File: src/rtl/mem_bus_arbiter.sv
// rtl/mem_bus_arbiter.sv - round-robin grant/owner arbiter for the shared memory bus (optional grant watchdog: BUS_ARB_WATCHDOG_EN)
module mem_bus_arbiter #(
    parameter int NUM_REQ       = 4,
    parameter int OWNER_WIDTH   = 2,
    parameter int GRANT_TIMEOUT = 15
) (
    input  logic                   clk,
    input  logic                   reset,
    input  logic [NUM_REQ-1:0]     abtr_reqcyc,
    input  logic [NUM_REQ-1:0]     bus_busy,
    output logic [NUM_REQ-1:0]     abtr_grant,
    output logic [OWNER_WIDTH-1:0] owner,
    output logic                   owner_valid,
    output logic                   grant_timeout
);

    // Requester map: 0 TLB walker, 1 ICache, 2 DCache, 3 store data.

    // A mismatched owner width or a zero timeout would make the owner index
    // and the watchdog compare meaningless, so refuse to elaborate.
    generate
        if ((OWNER_WIDTH != $clog2(NUM_REQ)) || (GRANT_TIMEOUT < 1)) begin : g_cfg_check
            $error("mem_bus_arbiter: OWNER_WIDTH must be clog2(NUM_REQ) and GRANT_TIMEOUT >= 1");
        end
    endgenerate

    typedef enum logic [1:0] {
        ST_IDLE  = 2'd0,
        ST_GRANT = 2'd1,
        ST_OWNED = 2'd2
    } state_e;

    state_e                 state_q, state_d;
    logic [OWNER_WIDTH-1:0] rr_ptr_q, rr_ptr_d;
    logic [OWNER_WIDTH-1:0] owner_q, owner_d;
    logic [NUM_REQ-1:0]     grant_q, grant_d;
    logic                   timeout_q, timeout_d;

    logic [OWNER_WIDTH-1:0] winner;
    logic                   winner_found;
    logic [OWNER_WIDTH-1:0] cand;
    logic [OWNER_WIDTH-1:0] owner_next;
    logic                   owner_busy;
    logic                   owner_req;
    logic                   wd_expired;

    // Index a + b folded back into 0..NUM_REQ-1; b never exceeds NUM_REQ-1.
    function automatic logic [OWNER_WIDTH-1:0] wrap_add(
        input logic [OWNER_WIDTH-1:0] a,
        input int unsigned            b
    );
        int unsigned s;
        s = 32'(a) + b;
        if (s >= 32'(NUM_REQ)) begin
            s = s - 32'(NUM_REQ);
        end
        return OWNER_WIDTH'(s);
    endfunction

    // Only the current owner's busy/request bits matter; the rest are ignored.
    assign owner_busy = bus_busy[owner_q];
    assign owner_req  = abtr_reqcyc[owner_q];
    assign owner_next = wrap_add(owner_q, 32'd1);

    // Pick the first requester at or after rr_ptr; scanning from the far end
    // lets the nearest hit overwrite the others.
    always_comb begin
        winner       = '0;
        winner_found = 1'b0;
        cand         = '0;
        for (int i = NUM_REQ - 1; i >= 0; i--) begin
            cand = wrap_add(rr_ptr_q, 32'(i));
            if (abtr_reqcyc[cand]) begin
                winner       = cand;
                winner_found = 1'b1;
            end
        end
    end

`ifdef BUS_ARB_WATCHDOG_EN
    localparam int WD_WIDTH = $clog2(GRANT_TIMEOUT + 1);

    logic [WD_WIDTH-1:0] wd_cnt_q, wd_cnt_d;

    // Expires on the GRANT_TIMEOUT-th unclaimed GRANT cycle.
    assign wd_expired = (state_q == ST_GRANT) &&
                        (wd_cnt_q == WD_WIDTH'(GRANT_TIMEOUT - 1));

    // Count unclaimed GRANT cycles; held at zero outside GRANT so every new
    // grant starts fresh, and saturates instead of wrapping.
    always_comb begin
        wd_cnt_d = '0;
        if ((state_q == ST_GRANT) && !owner_busy) begin
            if (wd_cnt_q == '1) begin
                wd_cnt_d = wd_cnt_q;
            end else begin
                wd_cnt_d = wd_cnt_q + WD_WIDTH'(1);
            end
        end
    end

    // Watchdog counter register.
    always_ff @(posedge clk or negedge reset) begin
        if (!reset) begin
            wd_cnt_q <= '0;
        end else begin
            wd_cnt_q <= wd_cnt_d;
        end
    end
`else
    // Without the watchdog a grant waits for a claim or an abandon forever.
    assign wd_expired = 1'b0;
`endif

    // Next-state logic: grant issue, claim, abandon/timeout and release.
    always_comb begin
        state_d   = state_q;
        rr_ptr_d  = rr_ptr_q;
        owner_d   = owner_q;
        grant_d   = grant_q;
        timeout_d = 1'b0;
        case (state_q)
            ST_IDLE: begin
                grant_d = '0;
                if (winner_found) begin
                    state_d         = ST_GRANT;
                    owner_d         = winner;
                    grant_d[winner] = 1'b1;
                end
            end
            ST_GRANT: begin
                // A claim wins over a request dropped in the same cycle.
                if (owner_busy) begin
                    state_d = ST_OWNED;
                    grant_d = '0;
                end else if (!owner_req || wd_expired) begin
                    state_d   = ST_IDLE;
                    grant_d   = '0;
                    rr_ptr_d  = owner_next;
                    // An abandon in the expiry cycle is not reported as a timeout.
                    timeout_d = owner_req;
                end
            end
            ST_OWNED: begin
                grant_d = '0;
                if (!owner_busy) begin
                    state_d  = ST_IDLE;
                    rr_ptr_d = owner_next;
                end
            end
            default: begin
                state_d = ST_IDLE;
                grant_d = '0;
            end
        endcase
    end

    // State, pointer, owner, grant and timeout-pulse registers.
    always_ff @(posedge clk or negedge reset) begin
        if (!reset) begin
            state_q   <= ST_IDLE;
            rr_ptr_q  <= '0;
            owner_q   <= '0;
            grant_q   <= '0;
            timeout_q <= 1'b0;
        end else begin
            state_q   <= state_d;
            rr_ptr_q  <= rr_ptr_d;
            owner_q   <= owner_d;
            grant_q   <= grant_d;
            timeout_q <= timeout_d;
        end
    end

    assign abtr_grant    = grant_q;
    assign owner_valid   = (state_q != ST_IDLE);
    assign owner         = owner_valid ? owner_q : '0;
    assign grant_timeout = timeout_q;

    a_grant_onehot: assert property (@(posedge clk) disable iff (!reset)
        $onehot0(abtr_grant));

    a_grant_only_in_grant: assert property (@(posedge clk) disable iff (!reset)
        (abtr_grant != '0) |-> (state_q == ST_GRANT));

endmodule

File: config.mk
export PLATFORM = sky130hd
export DESIGN_NAME = mem_bus_arbiter
export DESIGN_NICKNAME = d
export VERILOG_FILES = /design/src/rtl/mem_bus_arbiter.sv
export SDC_FILE = /design/constraint.sdc
export NUM_CORES = 1
export LEC_CHECK = 0
export BUFFER_PORTS_ARGS = -buffer_cell sky130_fd_sc_hd__buf_4
export CAP_MARGIN = 40
export CORE_MARGIN = 2
export CORE_UTILIZATION = 45
export DETAILED_ROUTE_END_ITERATION = 12
export PLACE_DENSITY_LB_ADDON = 0.2
export SYNTH_ARGS = -nofsm -noshare
export SYNTH_HDL_FRONTEND = slang
export SYNTH_SLANG_ARGS = --single-unit
File: constraint.sdc
create_clock -name clk -period 4.43 [get_ports clk]
set_input_delay 0.2215 -clock clk [delete_from_list [all_inputs] [get_ports clk]]
set_output_delay 0.2215 -clock clk [all_outputs]
set_load 0.02 [all_outputs]
# After elaboration in Yosys (flattened, before gate mapping)
# Index checks and enable logic that the tools add are counted.
totals:
  romBits: 0
  ff_bits: 10
  input_bits: 10
  wordCells: 80
  out_inout_bits: 8
  ramBits: 0
  latch_bits: 0
  mem_count: 0
op_classes:
  shift: 0
  n_bitwise: 0
  n_addsub: 9
  n_mul: 0
  div: 0
  muxes: 41
  reduce_logical: 7
  n_eq_ne: 7
  n_lt_le_gt_ge: 12
op_table:
  columns: ["cell", "count"]
  rows:
  - ["$mux 2", 17]
  - ["$lt 2x3->1 const B", 6]
  - ["$bmux 1 s2", 6]
  - ["$ge 3x3->1 const B", 4]
  - ["$mux 4", 3]
  - ["$mux 1", 11]
  - ["$sub 2x1->2 const B", 5]
  - ["$ne 2x2->1 const B", 4]
  - ["$pmux 4 s2", 1]
  - ["$add 2x1->3 const B", 2]
  - ["$add 2x2->3 const B", 2]
  - ["$pmux 2 s3", 1]
  - ["$pmux 2 s2", 1]
  - ["$reduce_and 4->1", 1]
  - ["$reduce_bool 2->1", 2]
  - ["$ge 2x3->1 const B", 1]
  - ["$ne 3x3->1 const B", 1]
  - ["$reduce_and 3->1", 1]
  - ["$demux 1 s2", 1]
  - ["$eq 2x1->1 const B", 1]
  - ["$eq 2x2->1 const B", 1]
  - ["$ge 2x1->1 const B", 1]
  - ["$logic_not 2->1", 1]
  - ["$reduce_and 2->1", 1]
  - ["$logic_and 1x1->1", 1]

# Depth between registers and ports, before layout
depth:
  depth_word: 15
  ltp_mapped: 5
  depth_no_buf: 4

# Worst setup path after synthesis
# OpenSTA, ideal clock, no wires.
synth_path:
  path_kind: "register to register"
  from: "register owner_q[0]"
  to: "register rr_ptr_q[1]"
  arrival_ns: 1.488
  slack_ns: 2.817
  path_buffers: 1
  setup_ns: 0.125
  required_ns: 4.305
  period_less_slack_ns: 1.613
  stages_incl_launch_ff: 6
  cell_sequence: "dfrtp_1 buf_2 mux4_2 o21ai_2 o21ai_1 mux2_4"
synth_via:
  elab_chain_cells: 6
  elab_cells_between_ends: 16
  cone_classes: "2 x add/sub; 1 x order compare; 3 x eq/ne; 9 x mux; 1 x reduce/logical"
synth_rtl:
  columns: ["element", "line", "rtl"]
  rows:
  - ["start, declared", "35", "logic [OWNER_WIDTH-1:0] owner_q, owner_d;"]
  - ["start signal, assigned", "169", "owner_q <= owner_d;"]
  - ["$add 2x1->3", "53", "s = 32'(a) + b;"]
  - ["$ge 3x3->1 / $sub 2x1->2 (equally long branches)", "54, 55", null]
  - ["$mux 2", "54", "if (s >= 32'(NUM_REQ)) begin"]
  - ["$mux 2", "136", "end else if (!owner_req || wd_expired) begin"]
  - ["$mux 2", "133", "if (owner_busy) begin"]
  - ["$pmux 2 s2", "122", "case (state_q)"]
  - ["end signal, assigned", "168", "rr_ptr_q <= rr_ptr_d;"]
  - ["end, declared", "34", "logic [OWNER_WIDTH-1:0] rr_ptr_q, rr_ptr_d;"]
# Parallel ways exist; a longest one is shown, timed or not. The select of a mux whose other input is x is not followed.
# A chain may end at the register's enable or synchronous reset.

# Worst setup path in the final report
layout_path:
  from: "register owner_q[1]"
  to: "register grant_q[2], in the netlist abtr_grant[2]"
layout_via:
  elab_chain_cells: 4
  elab_cells_between_ends: 7
  cone_classes: "1 x eq/ne; 6 x mux"
layout_rtl:
  columns: ["element", "line", "rtl"]
  rows:
  - ["$bmux 1 s2", "61", "assign owner_busy = bus_busy[owner_q];"]
  - ["$mux 1 (implied by the code)", "61", null]
  - ["$mux 4", "133", null]
  - ["$pmux 4 s2", "122", null]
  - ["end signal, assigned", "170", "grant_q <= grant_d;"]
  - ["end, declared", "36", "logic [NUM_REQ-1:0] grant_q, grant_d;"]
# Parallel ways exist; a longest one is shown, timed or not. The select of a mux whose other input is x is not followed.

==> summary.txt <==
RSZ-0062 raised after global routing - no
Post-synth top cells - dfrtp_1 (10), a22o_2 (4), nor2b_1 (4)
root buffer cell - clkbuf_4
WS Path Type - register to register
number of synthesized flops with an enable pin - 0
Via-to-Cell Ratio - 5.97
Worst Tran Pin Value - 0.552 ns
DRC Markers - 0
Die Width - 41.6 µm
Synth top area share - 39.4%
highest clock rate - 560 MHz
global-route wire length before repair - 2.42 mm
Setup crit start - owner_q[1]
CP Capture Point - abtr_grant[2]
post-route cell area - 783 µm²
grt ovf - 0
DP Worst Slack - 2.67 ns
Synth area leader - dfrtp_1
via count - 555
dpl cells - 89
Total GRT Usage - 18.5%
post-synthesis sequential area ratio - 39.4%
largest net degree at the start of global routing - 11
initial antenna violation count - 0
Synth Cell Area - 636 µm²
# diodes - 0
Cell Pwr Density - 658 nW/µm²
YS warnings - 0
Mapped Nets - 71
layout cells sized above 1 - 39.7%
Synth Area per Inst - 10.4 µm²
core area - 1320 µm²
CP max FO - 8
FFs w/ async S/R, synth - 100%
prevailing post-synth register cell - dfrtp_1
starting density of the core - 48.2%
Worst Slack Setup Final - 2.64 ns
Seq cells post-synth - 10
most numerous cell in the Yosys netlist - dfrtp_1
Pleak - 0.000382 µW
DRT Pass-1 Iters - 4
post-synthesis cell type count - 34
endpoint type of the worst setup path - register
Synth area leaders - dfrtp_1 (39%), a22o_2 (6.3%), mux2i_1 (4.7%), mux2_4 (4.7%), nor2b_1 (3.9%)
post-route non-filler standard cell count - 93
worst path required time - 4.64 ns
reg2reg path depth - 4
final hold vios - 0
setup TNS - 0 ns
Ports - 18
CP Launch Type - register
Routed WL - 1.42 mm
Peak VDD IR - 300 µV
MaxCap Viol Count - 0
dpl cell area - 751 µm²
Syn-to-layout area delta - 23.2%
clk buf depth - 2
Buffers on Ports - 16
Reg2Reg Capture Point - abtr_grant[2]
Final HPWL DP - 1.08 mm
Initial DRC Count - 18
crit share post-route - 40.3%
std cell rows - 13
post-route core utilization - 59.4%
CTS tree - done
status - finished clean
Fillers - 107
Sink Count - 10
insertion delay to the later sink of the worst-skew pair - 0.27 ns
WL per Instance - 15.3 µm
Hold WC Path Type - input port to asynchronous set/reset pin
H-tree depth - 1
RD Place Congestion - 0.816
DIE HEIGHT - 41.6 µm
final-report max-slew violation count - 0
vias in the first global route - 526
RR Startpoint - owner_q[1]
CTS Buf Count - 3
R2R Setup Slk - 2.64 ns
setup violators final - 0
crit path DAT - 1.99 ns
Worst Skew - 0.00462 ns
Rel. slew slack - 62.9%
Routed Antenna Nets - 0
CTS clk-pin slew, worst paths - 0.06 ns
die area - 1730 µm²
Cells after Synth - 61
Layout Nets - 90
Final min period - 1.79 ns
[state kept, by name (all words and copies together), names as in the netlist]
| signal | count |
|---|---|
| abtr_grant | 4 |
| owner_q | 2 |
| rr_ptr_q | 2 |
| state_q | 2 |
[power by group]
group          switching [µW]  internal, µW
Sequential               47.5           131
Clock                    31.0          31.4
Combinational             141           134
Total                     219           296
[final cells by class]
type / instances / area (µm²) / area share (%)
Multi-Input combinational cell: 46 / 354 / 45.2
Sequential cell: 10 / 250 / 31.9
Clock buffer: 3 / 22.5 / 2.88
Tap cell: 15 / 18.8 / 2.40
Timing Repair Buffer: 17 / 130 / 16.6
Inverter: 2 / 7.51 / 0.958
[what timing repair did]
action,CTS,global route
endpoints found under the hold margin,10,0
setup endpoints to repair,0,0
resized for setup,0,0
hold buffers,1,0
setup buffers,0,0
[kinds of logic (layout without fill, tap and decap cells)]
logic type | after synthesis | in the layout | synth area share [%]
buf+inv | 5 | 22 | 4.92
other cells | 1 | 1 | 0.590
mux | 6 | 6 | 13.0
flops | 10 | 10 | 39.4
simple gates | 18 | 18 | 17.9
compound gates | 20 | 20 | 22.8
xor+xnor | 1 | 1 | 1.38
[worst min path at each step]
stage | start | end | slack [ns] | depth (start not counted)
detailed placement | reset | rr_ptr_q[1] | 0.06 | 1
floorplan | reset | abtr_grant[0] | -0.07 | 0
CTS | reset | abtr_grant[0] | 0.33 | 2
finish | reset | abtr_grant[0] | 0.32 | 2
global route | reset | abtr_grant[2] | 0.33 | 2
global placement | reset | state_q[1] | 0.06 | 1
[cell usage in the layout (no fill, tap or decap), drive strengths merged, types with 3 or more instances in the layout]
master / n
buf: 16
o21ai: 5
clkbuf: 3
dfrtp: 10
nor2: 3
a22o: 4
nor2b: 4
mux2i: 3
[worst max-delay path, stage by stage, from the launching register on]
cell and delay [ns]:
dfrtp_1 0.58, mux2_4 0.35, or4_4 0.52, nand2_2 0.11
a22o_2 0.16
[metal layers]
layer / global-route usage (%) / part of all wire, % / vias up / wire length [µm]
li1: - / - / 257 / -
met3: 3.04 / 6.8 / 5 / 97
met1: 25.9 / 44 / 264 / 630
met5: 0 / 0 / - / 0
met4: 10.3 / 2.4 / 0 / 34
met2: 26.9 / 46 / 29 / 658
[metrics by stage]
stage / hold slack (ns) / power, µW
finish: 0.317 / 515
detailed placement: 0.0589 / 452
global placement: 0.0588 / 444
CTS: 0.328 / 513
global route: 0.335 / 551
floorplan: -0.0741 / 372
No activity file was read; power rests on OpenSTA's default activity.
